**src/rtl/divby3_tx.sv**
```systemverilog
// Serial mod-3 frame transmitter: DATA_W payload bits MSB-first plus a 2-bit check field.
// Optional error injection on the check LSB when DIVBY3_TX_ERRINJ_EN is defined.
module divby3_tx #(
   parameter int DATA_W = 8
) (
   input  logic              clk,
   input  logic              rstn,
   input  logic              in_valid,
   input  logic [DATA_W-1:0] in_data,
   output logic              in_ready,
   output logic              tx_bit,
   output logic              tx_valid,
   output logic              tx_last,
   output logic              busy
`ifdef DIVBY3_TX_ERRINJ_EN
   ,
   input  logic              err_inj,
   output logic              err_sent
`endif
);

   localparam int CNT_W = (DATA_W > 1) ? $clog2(DATA_W) : 1;

   typedef enum logic [1:0] {IDLE, SHIFT, CHK1, CHK0} state_t;
   typedef enum logic [1:0] {R0 = 2'b00, R1 = 2'b01, R2 = 2'b11} res_t;

   function automatic res_t res_step(input res_t r, input logic b);
      case (r)
         R0:      return b ? R1 : R0;
         R1:      return b ? R0 : R2;
         R2:      return b ? R2 : R1;
         default: return R0;
      endcase
   endfunction

   function automatic logic [1:0] check_of(input res_t r);
      case (r)
         R1:      return 2'b10;
         R2:      return 2'b01;
         default: return 2'b00;
      endcase
   endfunction

   state_t              state_q, state_d;
   res_t                res_q, res_d;
   logic [DATA_W-2:0]   sh_q, sh_d;
   logic [CNT_W-1:0]    cnt_q, cnt_d;
   logic                bit_q, bit_d;
   logic                valid_q, valid_d;
   logic                last_q, last_d;
   logic                busy_q, busy_d;
   logic                hs;
   logic [1:0]          chk;
`ifdef DIVBY3_TX_ERRINJ_EN
   logic                err_q, err_d;
   logic                err_sent_q, err_sent_d;
`endif

   assign in_ready = (state_q == IDLE) || (state_q == CHK0);
   assign hs       = in_valid && in_ready;
   assign chk      = check_of(res_q);

   always_comb begin
      state_d = state_q;
      res_d   = res_q;
      sh_d    = sh_q;
      cnt_d   = cnt_q;
      bit_d   = 1'b0;
      valid_d = 1'b0;
      last_d  = 1'b0;
`ifdef DIVBY3_TX_ERRINJ_EN
      err_d      = err_q;
      err_sent_d = 1'b0;
`endif
      case (state_q)
         IDLE: ;
         SHIFT: begin
            valid_d = 1'b1;
            if (cnt_q == CNT_W'(DATA_W - 1)) begin
               // residue already includes the last payload bit, so c[1] goes out now
               state_d = CHK1;
               bit_d   = chk[1];
            end else begin
               bit_d = sh_q[DATA_W-2];
               res_d = res_step(res_q, sh_q[DATA_W-2]);
               sh_d  = sh_q << 1;
               cnt_d = cnt_q + CNT_W'(1);
            end
         end
         CHK1: begin
            state_d = CHK0;
            valid_d = 1'b1;
            last_d  = 1'b1;
`ifdef DIVBY3_TX_ERRINJ_EN
            bit_d      = chk[0] ^ err_q;
            err_sent_d = err_q;
`else
            bit_d = chk[0];
`endif
         end
         CHK0:    state_d = IDLE;
         default: state_d = IDLE;
      endcase
      // an accepted word overrides IDLE/CHK0 and emits its MSB on the next edge
      if (hs) begin
         state_d = SHIFT;
         sh_d    = in_data[DATA_W-2:0];
         cnt_d   = '0;
         res_d   = res_step(R0, in_data[DATA_W-1]);
         bit_d   = in_data[DATA_W-1];
         valid_d = 1'b1;
         last_d  = 1'b0;
`ifdef DIVBY3_TX_ERRINJ_EN
         err_d      = err_inj;
         err_sent_d = 1'b0;
`endif
      end
      busy_d = (state_d != IDLE);
   end

   always_ff @(posedge clk or negedge rstn) begin
      if (!rstn) begin
         state_q <= IDLE;
         res_q   <= R0;
         sh_q    <= '0;
         cnt_q   <= '0;
         bit_q   <= 1'b0;
         valid_q <= 1'b0;
         last_q  <= 1'b0;
         busy_q  <= 1'b0;
`ifdef DIVBY3_TX_ERRINJ_EN
         err_q      <= 1'b0;
         err_sent_q <= 1'b0;
`endif
      end else begin
         state_q <= state_d;
         res_q   <= res_d;
         sh_q    <= sh_d;
         cnt_q   <= cnt_d;
         bit_q   <= bit_d;
         valid_q <= valid_d;
         last_q  <= last_d;
         busy_q  <= busy_d;
`ifdef DIVBY3_TX_ERRINJ_EN
         err_q      <= err_d;
         err_sent_q <= err_sent_d;
`endif
      end
   end

   assign tx_bit   = bit_q;
   assign tx_valid = valid_q;
   assign tx_last  = last_q;
   assign busy     = busy_q;
`ifdef DIVBY3_TX_ERRINJ_EN
   assign err_sent = err_sent_q;
`endif

endmodule

```
**config.mk**
```make
export PLATFORM = sky130hd
export DESIGN_NAME = divby3_tx
export DESIGN_NICKNAME = d
export VERILOG_FILES = /design/src/rtl/divby3_tx.sv
export SDC_FILE = /design/constraint.sdc
export NUM_CORES = 1
export LEC_CHECK = 0
export CAP_MARGIN = 5
export CORE_MARGIN = 3
export CORE_UTILIZATION = 49
export DETAILED_ROUTE_END_ITERATION = 10
export PLACE_DENSITY_LB_ADDON = 0.08
export SYNTH_ARGS = -nofsm -noshare
export SYNTH_HDL_FRONTEND = slang
export SYNTH_SLANG_ARGS = --single-unit
```
**constraint.sdc**
```tcl
create_clock -name clk -period 1.8 [get_ports clk]
set_input_delay 0.36 -clock clk [delete_from_list [all_inputs] [get_ports clk]]
set_output_delay 0.36 -clock clk [all_outputs]
set_load 0.1 [all_outputs]
```
# Word-level counts from Yosys, hierarchy flattened

Cells that the tools add are included.
Widths: inputs -> output; s select.

Flip-flop bits (word level): 18
Input bits: 11
Word-level logic and storage cells: 49

Reduce and logical (&&, ||, !) cells: 8
Mux-type cells: 25
$add $sub $neg: 1
Eq/ne operators: 7

Operators by type and width:

| cell                | number |
|---|---|
| $mux 7              | 3 |
| $mux 2              | 7 |
| $pmux 2 s3          | 2 |
| $mux 3              | 3 |
| $mux 1              | 8 |
| $eq 2x2->1 const B  | 3 |
| $eq 2x1->1 const B  | 2 |
| $logic_not 2->1     | 2 |
| $pmux 2 s2          | 1 |
| $reduce_bool 2->1   | 2 |
| $add 3x1->3 const B | 1 |
| $eq 3x3->1 const B  | 1 |
| $ne 2x2->1 const B  | 1 |
| $pmux 1 s2          | 1 |
| $reduce_and 2->1    | 1 |
| $reduce_or 2->1     | 1 |
| $logic_and 1x1->1   | 1 |
| $logic_or 1x1->1    | 1 |

# Logic depth before layout (Yosys ltp)

Gate-level depths: netlist of the first run.

Depth in word-level cells: 5
Depth in mapped cells: 6
Mapped depth without buffers: 5

# Least setup slack after synthesis of the first run

Ideal clock, no wire load.

Path kind: reg-to-reg
From: register state_q[0]
To: register state_q[1]
Path slack: -0.345 ns
Data arrival time: 2.010 ns
Data required time: 1.664 ns
Period minus slack after synthesis: 2.145 ns
Library setup time: 0.136 ns
Path buffers: 1
Cell stages (with the launch flop): 6
Path through: dfrtp_1 -> inv_1 -> ha_1 -> and2_1 -> clkbuf_1 -> nor3_1

Word-level cells in the longest chain between the ends: 4
Elaborated cells on any way between the ends: 8
Classes of those cells: eq/ne (3); mux (2); reduce/logical (3)

Ends and longest elaborated chain:

| what                                          | RTL line | text |
|---|---|---|
| from (decl)                                   | 44       | `state_t state_q, state_d;` |
| from (signal assigned)                        | 136      | `state_q <= state_d;` |
| $eq 2x2->1 or $logic_not 2->1 (tied branches) | 59       | `assign in_ready = (state_q == IDLE) \|\| (state_q == CHK0);` |
| $logic_or 1x1->1 (*)                          | 59       |  |
| named net in_ready                            | 10       | `output logic in_ready,` |
| $logic_and 1x1->1 (*)                         | 60       | `assign hs = in_valid && in_ready;` |
| $mux 2 (*)                                    | 105      | `if (hs) begin` |
| named net state_d[1]                          | 44       |  |

Mark *: on every way through the listed nets, which the timed path passes. The rest lies on a longest branch.
A chain may end at the register's enable or synchronous reset.

# Worst setup path in the final report of the first run

From: register state_q[0]
To: output in_ready

Word-level cells in the longest chain between the ends: 2
Elaborated cells on any way between the ends: 3
Classes of those cells: eq/ne (1); reduce/logical (2)

Ends and longest elaborated chain:

| what                                          | RTL line |
|---|---|
| $eq 2x2->1 or $logic_not 2->1 (tied branches) | 59 |
| $logic_or 1x1->1 (*)                          | 59 |
| to (decl)                                     | 10 |

Every way passes the cells marked *; elsewhere a longest branch is shown, timed or not.

==> out/results.ini, run 1 <==
[status]
run_status = finished clean

[global_routing]
number_of_antenna_violations_at_the_first_check_in_global_routing = 0
grtUsageMet2_pct = 26.6
globalRoute.totalOverflow = 0
first_global_vias = 561
grt-busiest-layer = met2
groute.usage.overall_pct = 16.4
grt_util_met3_pct = 3.38
grt_use_met1_pct = 20.5
largest_net_degree_at_the_start_of_global_routing = 23
grt_pass1_wl_um = 2510

[cts]
cts.path.max_buffers = 2
tritoncts_clock_tree = yes
clkTransAtPathRegs_ns = 0.11
cts.root.buffer_cell = sky130_fd_sc_hd__clkbuf_4
clock_buffer_count_from_cts = 3
cts.hold.buffers_added = 0
sinks_on_the_clock_net = 18
worst_skew_pair.late_latency_ns = 0.30
cts.htree.levels = 1

[placed_design]
preCtsSetupSlack_ns = 0.0877
place_congestion = 0.724
placement.io_buffers = 15
detailed_place.area_mm2 = 0.00111
placed_instances = 111
hpwlAfterDp_um = 1200

[sta]
worst_clock_skew_ns = 0.00482
final.setup.worst_slack_ns = 0.113
rsz0062_at_grt = no
worst-slew-pin-transition_ns = 0.231
period_minus_slack_ns = 1.69
max_freq_mhz = 593
slew_viol_final = 0
hold_ws_ns = 0.372
report.final.setup_viol = 0
timing.final.hold_violations = 0
timing.max_slew.rel_slack_pct = 84.6
final.period_utilization_pct = 93.7
timing.setup.tns_ns = 0

[floorplanning]
die_width_um = 47.8
vert_die_dim_um = 47.8
initial_core_util_pct = 54.2
core_mm2 = 0.00158
ios = 16
placement_rows = 14
fp.dieArea_mm2 = 0.00228

[critical_path]
critical_path_source_type = flop
rr_worst_depth = 5
timing.critical_path.required_ns = 1.44
timing_endpoint_of_the_critical_path = in_ready
crit_type = flop to primary output
cp-startpoint = state_q[0]
critPathMaxFanout = 5
endpoint_of_the_worst_slack_reg_to_reg_timing_path = res_q[1]
reg2reg_from = cnt_q[0]
critPathCaptureType = primary output
worst_path_arrival_ns = 1.33
ff2ff_setup_slack_ns = 0.12

[logic_synthesis]
post_synth_main_area_contributors = sky130_fd_sc_hd__dfrtp_1 (53%), sky130_fd_sc_hd__ha_1 (7.3%), sky130_fd_sc_hd__mux2i_1 (7.0%)
mappedNetlistNets = 96
postSynth.topFlopCell = sky130_fd_sc_hd__dfrtp_1
synth_edf_count = 0
ys.warnings.count = 0
ys_ff_latch = 18
synth-async-reset-ratio_pct = 100
synth_cell_types = 22
post_synth_instance_area_um2 = 855
seq_area_frac_synth_pct = 52.7
synth_top_area_share_pct = 52.7
netlist.top_cell.by_area = sky130_fd_sc_hd__dfrtp_1
avgSynthCellArea_um2 = 10.7
synthCells = 80

[cells_and_area]
layout-drive-gt1-share_pct = 18.8
fin_nets = 118
layoutNonFillerInstCount = 117
fin_area_mm2 = 0.00116
post-route-util_pct = 73.8
syn_to_final_growth_pct = 36.2
antenna-diode-count = 0
filler_cell_count = 118

[power]
worst_ir_drop_vdd_v = 0.00117
post-layout-total-power_mw = 2.10
power-per-cell-area_mw_per_mm2 = 1810
static-leakage-power_nw = 0.532

[routing]
route.detailed.drc = 0
drt_iter0_drc = 14
firstDrtPassIters = 4
final_antenna_net_count = 0
vias = 654
routed_wire_length_per_instance_um = 14.4
avgViaCountPerCell = 5.59
routed_wirelength_um = 1680

[min_path]
min-delay-path-class = primary input to asynchronous set/reset pin

[run]
cap_viol_max_count = 0

==> sequential cells by signal, indices dropped and copies added, names as in the netlist <==
signal    flops
cnt_q         3
tx_valid      1
tx_last       1
busy          1
res_q         2
sh_q          7
tx_bit        1
state_q       2
==> worst min-delay path by stage <==
stage,endpoint,cells past startpoint,startpoint
global route,tx_valid,2,rstn
finish,sh_q[0],2,rstn
floorplan,busy,0,rstn
CTS,res_q[1],2,rstn
global placement,cnt_q[2],2,cnt_q[2]
detailed placement,cnt_q[1],2,cnt_q[1]
==> cell families (layout without fill, tap and decap cells) <==
kind of cell | count (synthesis) | after routing | share of synthesized area, %
AOI/OAI and AO/OA | 18 | 18 | 12.0
adders and majority gates | 5 | 5 | 7.32
buffers and inverters | 5 | 26 | 2.64
muxes | 6 | 6 | 7.03
xor gates and xnor gates | 2 | 2 | 2.05
DFF | 18 | 18 | 52.7
and+or+nand+nor | 26 | 26 | 16.3
==> final cells by class <==
type,count,area (µm²),area share [%]
Timing Repair Buffer,20,250,21.5
Inverter,2,7.51,0.645
Tap cell,16,20.0,1.72
Sequential cell,18,450,38.7
Multi-Input combinational cell,57,399,34.3
Clock buffer,4,36.3,3.12
==> layer usage <==
layer | part of all wire [%] | up-vias | wire, µm
met1 | 45 | 317 | 752
met5 | 0 | - | 0
met2 | 50 | 18 | 846
li1 | - | 317 | -
met4 | 1.3 | 0 | 21
met3 | 3.6 | 2 | 60
==> critical path, stage by stage (launching register included) <==
cell and delay [ns]:
sky130_fd_sc_hd__dfrtp_1 0.40, sky130_fd_sc_hd__inv_1 0.12, sky130_fd_sc_hd__ha_4 0.32, sky130_fd_sc_hd__buf_12 0.18
==> layout by cell type (no fill, tap or decap) <==
cell and count:
sky130_fd_sc_hd__mux2i_1 6, sky130_fd_sc_hd__clkbuf_8 1, sky130_fd_sc_hd__o21ai_0 9, sky130_fd_sc_hd__and2_1 2
sky130_fd_sc_hd__clkbuf_4 3, sky130_fd_sc_hd__a21oi_1 4, sky130_fd_sc_hd__ha_4 1, sky130_fd_sc_hd__nand4b_1 1
sky130_fd_sc_hd__nor2_1 2, sky130_fd_sc_hd__nor3_1 1, sky130_fd_sc_hd__xnor2_1 2, sky130_fd_sc_hd__inv_1 2
sky130_fd_sc_hd__nand2b_4 1, sky130_fd_sc_hd__ha_1 2, sky130_fd_sc_hd__dfrtp_1 18, sky130_fd_sc_hd__and4bb_2 1
sky130_fd_sc_hd__a21o_1 3, sky130_fd_sc_hd__buf_4 4, sky130_fd_sc_hd__nand2b_1 1, sky130_fd_sc_hd__nor2b_1 1
sky130_fd_sc_hd__a31oi_1 1, sky130_fd_sc_hd__a32oi_1 1, sky130_fd_sc_hd__nand2_1 15, sky130_fd_sc_hd__buf_12 6
sky130_fd_sc_hd__clkdlybuf4s50_1 10, sky130_fd_sc_hd__or4b_1 1, sky130_fd_sc_hd__ha_2 2
==> timing repair <==
item | in CTS | in global routing
endpoints found under the setup margin | 0 | 3
gates resized for setup | 0 | 2
setup buffers | 0 | 2
endpoints found under the hold margin | 0 | 0
==> power breakdown <==
group	switching [mW]	total (mW)	internal, mW
registers	0.130	0.697	0.567
clock network	0.133	0.257	0.124
logic	0.654	1.15	0.495
total	0.917	2.10	1.19
==> cell usage after synthesis, drive strengths merged (2+ instances only) <==
| master | number |
|---|---|
| dfrtp | 18 |
| nand2 | 15 |
| o21ai | 9 |
| mux2i | 6 |
| ha | 5 |
| a21oi | 4 |
| a21o | 3 |
| and2 | 2 |
| clkbuf | 2 |
| inv | 2 |
| nand2b | 2 |
| nor2 | 2 |
| xnor2 | 2 |
No activity file was read; power rests on OpenSTA's default activity.
==> inputs of run 2 (changes only) <==
--- a/config.mk
+++ b/config.mk
@@ -9,6 +9,7 @@
 export CORE_MARGIN = 3
 export CORE_UTILIZATION = 49
 export DETAILED_ROUTE_END_ITERATION = 10
+export MAX_ROUTING_LAYER = met4
 export PLACE_DENSITY_LB_ADDON = 0.08
 export SYNTH_ARGS = -nofsm -noshare
 export SYNTH_HDL_FRONTEND = slang
==> out/results.ini, run 2 (same netlist as run 1, synthesis figures left out) <==
[critical_path]
cp_slowest_stage_delay_ns = 0.40  ; about the same
path_buf_inv = 2  ; unchanged
ff2ff_setup_slack_ns = 0.12  ; about the same
timing.critical_path.max_delay_family = flip-flops
critPathCaptureType = primary output
reg2reg_from = cnt_q[0]
critical_path_source_type = flop
worst_path_arrival_ns = 1.33  ; about the same
critical_path.cell_chain = inv_1 -> ha_4 -> buf_12
endpoint_of_the_worst_slack_reg_to_reg_timing_path = res_q[1]
critPathMaxFanout = 5  ; unchanged
timing.critical_path.required_ns = 1.44  ; about the same
rr_worst_depth = 5  ; unchanged
critPathSlowestCell = sky130_fd_sc_hd__dfrtp_1
crit_type = flop to primary output

[cells_and_area]
layout-drive-gt1-share_pct = 18.8  ; unchanged
largestRegisters = sh_q x7, cnt_q x3
antenna-diode-count = 0  ; unchanged
layout.cells.most_common_list = sky130_fd_sc_hd__dfrtp_1 (18), sky130_fd_sc_hd__nand2_1 (15), sky130_fd_sc_hd__clkdlybuf4s50_1 (10)
syn_to_final_growth_pct = 36.2  ; unchanged
fin_nets = 118  ; unchanged
layout.cells.most_common = sky130_fd_sc_hd__dfrtp_1
fin_area_mm2 = 0.00116  ; unchanged
filler_cell_count = 118  ; unchanged
largest_register = sh_q
number_of_flip_flops_in_the_largest_register = 7  ; unchanged

[cts]
cts.htree.levels = 1  ; unchanged
tritoncts_clock_tree = yes
clkTransAtPathRegs_ns = 0.11  ; about the same
cts.root.buffer_cell = sky130_fd_sc_hd__clkbuf_4
cts.hold.buffers_added = 0  ; unchanged
clock_buffer_count_from_cts = 3  ; unchanged
sinks_on_the_clock_net = 18  ; unchanged
cts.path.max_buffers = 2  ; unchanged
worst_skew_pair.late_latency_ns = 0.30  ; about the same

[floorplanning]
die_width_um = 47.8  ; unchanged
vert_die_dim_um = 47.8  ; unchanged
core_mm2 = 0.00158  ; unchanged
fp.dieArea_mm2 = 0.00228  ; unchanged
initial_core_util_pct = 54.2  ; unchanged
ios = 16  ; unchanged
placement_rows = 14  ; unchanged

[power]
static-leakage-power_nw = 0.532  ; unchanged
post-layout-total-power_mw = 2.10  ; about the same
worst_ir_drop_vdd_v = 0.00118  ; about the same
power-per-cell-area_mw_per_mm2 = 1810  ; about the same

[sta]
worst_clock_skew_ns = 0.00485  ; +0.0000316 ns
final.period_utilization_pct = 93.6  ; -0.094 points
timing.final.hold_violations = 0  ; unchanged
report.final.setup_viol = 0  ; unchanged
period_minus_slack_ns = 1.69  ; -0.00170 ns
worst-slew-pin-transition_ns = 0.232  ; +0.000415 ns
timing.setup.tns_ns = 0  ; unchanged
rsz0062_at_grt = no
slew_viol_final = 0  ; unchanged
max_freq_mhz = 593  ; +0.10%
timing.max_slew.rel_slack_pct = 84.6  ; about the same

[global_routing]
number_of_antenna_violations_at_the_first_check_in_global_routing = 0  ; unchanged
largest_net_degree_at_the_start_of_global_routing = 23  ; unchanged
groute.usage.overall_pct = 16.9  ; +0.52 points
grt_pass1_wl_um = 2500  ; -0.28%
first_global_vias = 564  ; +0.53%
globalRoute.totalOverflow = 0  ; unchanged

[run]
cap_viol_max_count = 0  ; unchanged

[placed_design]
place_congestion = 0.733  ; +1.2%
detailed_place.area_mm2 = 0.00111  ; unchanged
hpwlAfterDp_um = 1200  ; unchanged
placement.io_buffers = 15  ; unchanged

[routing]
drt_iter0_drc = 10  ; -4
routed_wire_length_per_instance_um = 14.4  ; about the same
avgViaCountPerCell = 5.61  ; +0.31%
route.detailed.drc = 0  ; unchanged
routed_wirelength_um = 1680  ; about the same
final_antenna_net_count = 0  ; unchanged
vias = 656  ; +0.31%
firstDrtPassIters = 4  ; unchanged

[status]
run_status = finished clean

[min_path]
min-delay-path-class = primary input to asynchronous set/reset pin

[run 2: cell counts in the layout (fill, tap and decap cells not counted)]
No cell type changed its count.
[run 2: worst max path at each step]
stage,endpoint,start,slack (ns),cells after the start
final,in_ready,state_q[0],0.11,3
after global routing,sh_q[4],state_q[1],0.02,6
after CTS,res_q[1],cnt_q[0],0.06,5
after detailed placement,res_q[1],cnt_q[0],0.09,5
after global placement,res_q[1],cnt_q[0],0.17,5
after floorplan,state_q[1],state_q[0],0.12,5
[run 2: metrics by stage]
stage	util, %	instances	setup WS, ns	hold slack (ns)
floorplan	-	80	0.125	0.0644
global placement	70.2	111	0.166	0.530
detailed placement	70.2	111	0.0877	0.526
CTS	72.5	115	0.0615	0.381
global route	73.8	117	0.0194	0.410
finish	73.8	117	0.115	0.375
[run 2: report_power, final]
group / leakage, nW / switching, mW / total [mW] / internal (mW)
Clock: 0.0210 / 0.132 / 0.255 / 0.123
Sequential: 0.227 / 0.131 / 0.698 / 0.567
Combinational: 0.284 / 0.655 / 1.15 / 0.495
[run 2: area by class of cell]
cell class,count,area (µm²),area share (%)
repair buffers,20,250,21.5
well taps,16,20.0,1.72
multi-input cells,57,399,34.3
inverters,2,7.51,0.645
flip-flops and latches,18,450,38.7
clock buffers,4,36.3,3.12
[run 2: worst register-to-register path, stage by stage (launching register included)]
cell and delay [ns]:
sky130_fd_sc_hd__dfrtp_1 0.41, sky130_fd_sc_hd__ha_1 0.21, sky130_fd_sc_hd__ha_2 0.20, sky130_fd_sc_hd__nand2b_4 0.17
sky130_fd_sc_hd__or4b_1 0.48, sky130_fd_sc_hd__a21oi_1 0.15
[run 2: repair_timing]
item	CTS	global route
resized for setup	0	2
setup endpoints to repair	0	3
buffers inserted	0	2
[run 2: routing by layer]
metal,up-vias,GRT usage [%],wire (µm)
met3,2,3.38,56
met2,20,26.6,851
li1,317,-,-
met4,0,8.06,21
met1,317,20.5,751
met5,-,-,0
==> RTL edit 1, RTL diff (settings of run 2) <==
Reset style: synchronous (`rstn`), changed in one clocked block.
--- a/src/rtl/divby3_tx.sv
+++ b/src/rtl/divby3_tx.sv
@@ -119,5 +119,5 @@
    end
 
-   always_ff @(posedge clk or negedge rstn) begin
+   always_ff @(posedge clk) begin
       if (!rstn) begin
          state_q <= IDLE;
Behaviour: differs if rstn is asserted again (counterexample within 4 cycles, from zero or initial values and one cycle with rstn low); with rstn held inactive, the same outputs for 10 cycles.
==> RTL edit 1 against run 2 <==
  * Core utilization up 3.1 points
  * Sequential share of layout area down 4.8 points
  * Wire length up 8.0%
  * Area after synthesis down 10%
  * Via count up 13%
  * Fmax down 1.4%
  * Setup slack worse by 0.024 ns
  * Sequential cell count unchanged
  * Synthesized cell count up 15%
  * Final area down 8.6%
  * Critical path type unchanged
  * Largest cell class is now multi-input gates
Power is not compared: it rests on default switching activity, and its combinational part moved more than twofold at a synthesized area within 25%.
==> RTL edit 1: results <==
set metrics [dict create \
    h-tree-depth 1 \
    ys_async_sr_fraction 0 \
    ys_warn_count 0 \
    post-cts-setup-buffer-count 0 \
    max-vdd-ir-drop_mv 0.576 \
    setup.worst_path.start "state_q[0]" \
    synthTopCellsByArea "dfxtp_1 (47%), nand2_1 (10%), a21oi_1 (6.5%)" \
    pre_cts_ws_ns 0.179 \
    synth_fa_ha_area_frac 0.0650 \
    endpoint "in_ready" \
    p_leak_nw 0.418 \
    critPathMaxStageDelay_ns 0.42 \
    muxShareOfSynthArea 0 \
    p_clk_frac 0.290 \
    hold_depth 2 \
    worst_clock_skew_ns 0.00332 \
    yosys-top-cells-count "nand2_1 (21), dfxtp_1 (18), a21oi_1 (10), a31oi_1 (7), o21ai_0 (6)" \
    synth_ff_type "dfxtp_1" \
    cts.clk_slew.worst_paths_ns 0.10 \
    routedWlPerCell_um 14.5 \
    antenna_found_initial 0 \
    nNetsFinal 126 \
    cts_resized 0 \
    grt_usage 0.195 \
    portBuffers 15 \
    gp_congestion 0.806 \
    dr_total_vias 741 \
    antenna_cells 0 \
    power_switching_mw 0.253 \
    synth_compound_area_frac 0.195 \
    fillers 98 \
    crit_fanout 6 \
    min-delay-start "cnt_q[1]" \
    grt_pass1_vias 646 \
    grt_pass1_wl_mm 2.85 \
    clock_latency_ns 0.30 \
    status "finished clean" \
    critPathArrivalTime_ns 1.35 \
    hold_path.class "reg2reg" \
    syn_nets 107 \
    yosysSeqAreaShare 0.468 \
    top_regs "sh_q (7), cnt_q (3)" \
    cts_max_path_buffers 2 \
    slowest_stage "dfxtp_1" \
    ys_types 24 \
    r2r-end "res_q[1]" \
    dp_hpwl_mm 1.23 \
    synth-xor-area-share 0.0228 \
    worstMarginPinSlew_ns 0.314 \
    ff2ff_path_depth 5 \
    final_layout_size_suffix_gt1_frac 0.145 \
    grt_max_degree 19 \
    reg2reg_from "cnt_q[0]" \
    drt-initial-drc-count 23 \
    period_minus_slack_ns 1.71 \
]
==> RTL edit 1: cell count changes in the layout (fill, tap and decap cells not counted), moves of 3 or more <==
cell     before  now
a21o_1        3    0
mux2i_1       6    0
a31oi_1       1    7
a21oi_1       4    9
dfxtp_1       0   18
nand2_1      15   21
dfrtp_1      18    0
o21ai_0       9    6
==> RTL edit 1: cell type report <==
type / count / area (um^2) / share of cell area
clock buffer: 4 / 36.3 / 0.0341
inverter: 4 / 15.0 / 0.0141
multi-input combinational: 66 / 398 / 0.374
sequential: 18 / 360 / 0.339
tap: 15 / 18.8 / 0.0176
timing repair buffer: 18 / 235 / 0.221
==> RTL edit 1: tightest hold or removal path, cell delays in order, from the launching register on <==
cell and delay, ns:
dfxtp_1 0.33, nand2_1 0.05, a21oi_1 0.05
==> RTL edit 1: cells by family (layout without fill, tap and decap cells) <==
kind of cell / Yosys count / in the layout
xor+xnor: 2 / 2
simple gates: 33 / 33
compound gates: 27 / 27
fa+ha+maj: 4 / 4
flops: 18 / 18
buf+inv: 8 / 26
==> RTL edit 1: metal layers <==
| metal | GRT usage | share of wire |
|---|---|---|
| met1 | 0.227 | 0.40 |
| met2 | 0.331 | 0.51 |
| met3 | 0.0395 | 0.079 |
| met4 | 0.0643 | 0.016 |
| met5 | - | 0 |
==> RTL edit 1: stage by stage <==
step                cell area (um^2)  hold slack (ns)  total power [mW]  instances
finish                          1060            0.473             0.878        125
global route                    1060            0.504             0.909        125
CTS                             1060            0.479             0.873        125
detailed placement              1020            0.464             0.628        121
global placement                1020            0.446             0.624        121
floorplan                        782            0.440             0.551         92
==> RTL edit 2, RTL diff (flow settings as in run 2) <==
Made on the original files. `DATA_W`: 8 -> 16.
--- a/src/rtl/divby3_tx.sv
+++ b/src/rtl/divby3_tx.sv
@@ -2,5 +2,5 @@
 // Optional error injection on the check LSB when DIVBY3_TX_ERRINJ_EN is defined.
 module divby3_tx #(
-   parameter int DATA_W = 8
+   parameter int DATA_W = 16
 ) (
    input  logic              clk,
Ports: changed (resized in_data); port bits go from 16 to 24. The function was not compared with the original's and may differ.
==> RTL edit 2 against run 2 <==
  * Global-route usage is 2.3 points higher
  * Setup slack got worse by 0.039 ns
  * Final area is 48% higher
  * Total power is 34% higher
  * Final cell count grew 69%
  * Clock power grew 4%
  * Sequential cell count grew 9
  * Combinational power is 30% higher
  * Area after synthesis grew 53%
  * Fmax shrank 2.2%
  * Largest power group unchanged
  * Wire length up 76%
  * Synthesized cell count grew 76%
==> RTL edit 2: results <==
set metrics [dict create \
    yosys-top-cells-count "dfrtp_1 (27), o21ai_0 (18), a21oi_1 (17), a31oi_1 (16), nor2_1 (16)" \
    nNetsFinal 192 \
    hold_path.class "in2async" \
    r2r_slack_ns 0.12 \
    critPathMaxStageDelay_ns 0.44 \
    dr_wl_met2_mm 1.45 \
    critPathArrivalTime_ns 1.36 \
    path_delay_family "flip-flops" \
    ys_async_sr_fraction 1.00 \
    max-vdd-ir-drop_mv 1.45 \
    crit_fanout 7 \
    grt_pass1_wl_mm 4.91 \
    clock_latency_ns 0.32 \
    h-tree-depth 1 \
    wl_met1_mm 1.33 \
    grt_usage 0.192 \
    setup.worst_path.start "state_q[0]" \
    met3_usage 0.0223 \
    antenna_cells 0 \
    synthTopCellsByArea "dfrtp_1 (52%), a31oi_1 (7.7%), o21ai_0 (6.9%)" \
    detail_route.first_pass.iterations 4 \
    ys_types 26 \
    worst_clock_skew_ns 0.00366 \
    met1_usage 0.241 \
    cts_tree "built" \
    gp_congestion 0.782 \
    cts.clk_slew.worst_paths_ns 0.14 \
    dp_hpwl_mm 2.01 \
    cts_inserted_buffers 3 \
    portBuffers 23 \
    dr_total_vias 1204 \
    dr_wl_met3_um 133 \
    p_per_area_nw_per_um2 1630 \
    detail_route.wirelength_mm 2.96 \
    cts-root-buf "clkbuf_4" \
    grt_pass1_vias 1098 \
    grt.met2_usage 0.311 \
    final_layout_size_suffix_gt1_frac 0.143 \
    top_regs "sh_q (15), cnt_q (4)" \
    reg2reg_from "cnt_q[0]" \
    syn_nets 164 \
    slowest_stage "dfrtp_2" \
    drt-initial-drc-count 55 \
    post_dp_cell_area_um2 1670 \
    status "finished clean" \
    yosysSeqAreaShare 0.517 \
    grt_max_degree 28 \
    highest_layer "met4" \
    worstMarginPinSlew_ns 0.338 \
    holdWs_ns 0.379 \
    fillers 204 \
    cts_max_path_buffers 2 \
    p_leak_nw 0.709 \
]
RTL edit 2: changes by cell type in the layout (fill, tap and decap cells not counted), sizes merged, moves of 8 or more:
cell           change
a31oi             +15
dfrtp              +9
a21oi             +13
nand2              -9
o21ai              +9
clkdlybuf4s50      +8
nor2              +14
RTL edit 2: metrics by stage:
step | setup WS [ns] | instances
2_1_floorplan | 0.0695 | 141
3_3_place_gp | 0.197 | 191
3_5_place_dp | 0.149 | 191
4_1_cts | 0.00295 | 195
5_1_grt | 0.0130 | 198
6_report | 0.0761 | 198
RTL edit 2: cell families after synthesis:
group,share of synthesized area
flip-flops,0.517
adder cells (fa/ha/maj),0.0383
AND/OR/NAND/NOR,0.124
AO/OA/AOI/OAI,0.275
buffers and inverters,0.0459
RTL edit 2: worst register-to-register path, cell delays in order, from the launching register on:
cell and delay (ns):
dfrtp_1 0.44, ha_1 0.24, and3_4 0.27, or4_1 0.48, a31oi_1 0.17
RTL edit 2: final timing paths:
kind | endpoint | cells past startpoint
setup / recovery | in_ready | 3
hold / removal | cnt_q[3] | 2
setup reg to reg | res_q[0] | 4
hold reg to reg | cnt_q[3] | 1
max in group asynchronous | state_q[0] | 2
min in group clk | cnt_q[3] | 1
RTL edit 2: final cells by class:
cell class              instances  area share
clock buffers                   4      0.0153
well taps                      30      0.0218
flip-flops and latches         27       0.393
repair buffers                 34       0.218
inverters                       4      0.0109
multi-input cells              99       0.341
RTL edit 2: repair_timing:
item	4_1_cts	5_1_grt
gates resized for setup	0	3
hold endpoints to repair	0	0
setup endpoints to repair	0	4
setup buffers	0	3
RTL edit 2: power by group:
part / switching, mW / internal [mW]
Clock: 0.178 / 0.0868
Sequential: 0.190 / 0.870
Combinational: 0.852 / 0.637
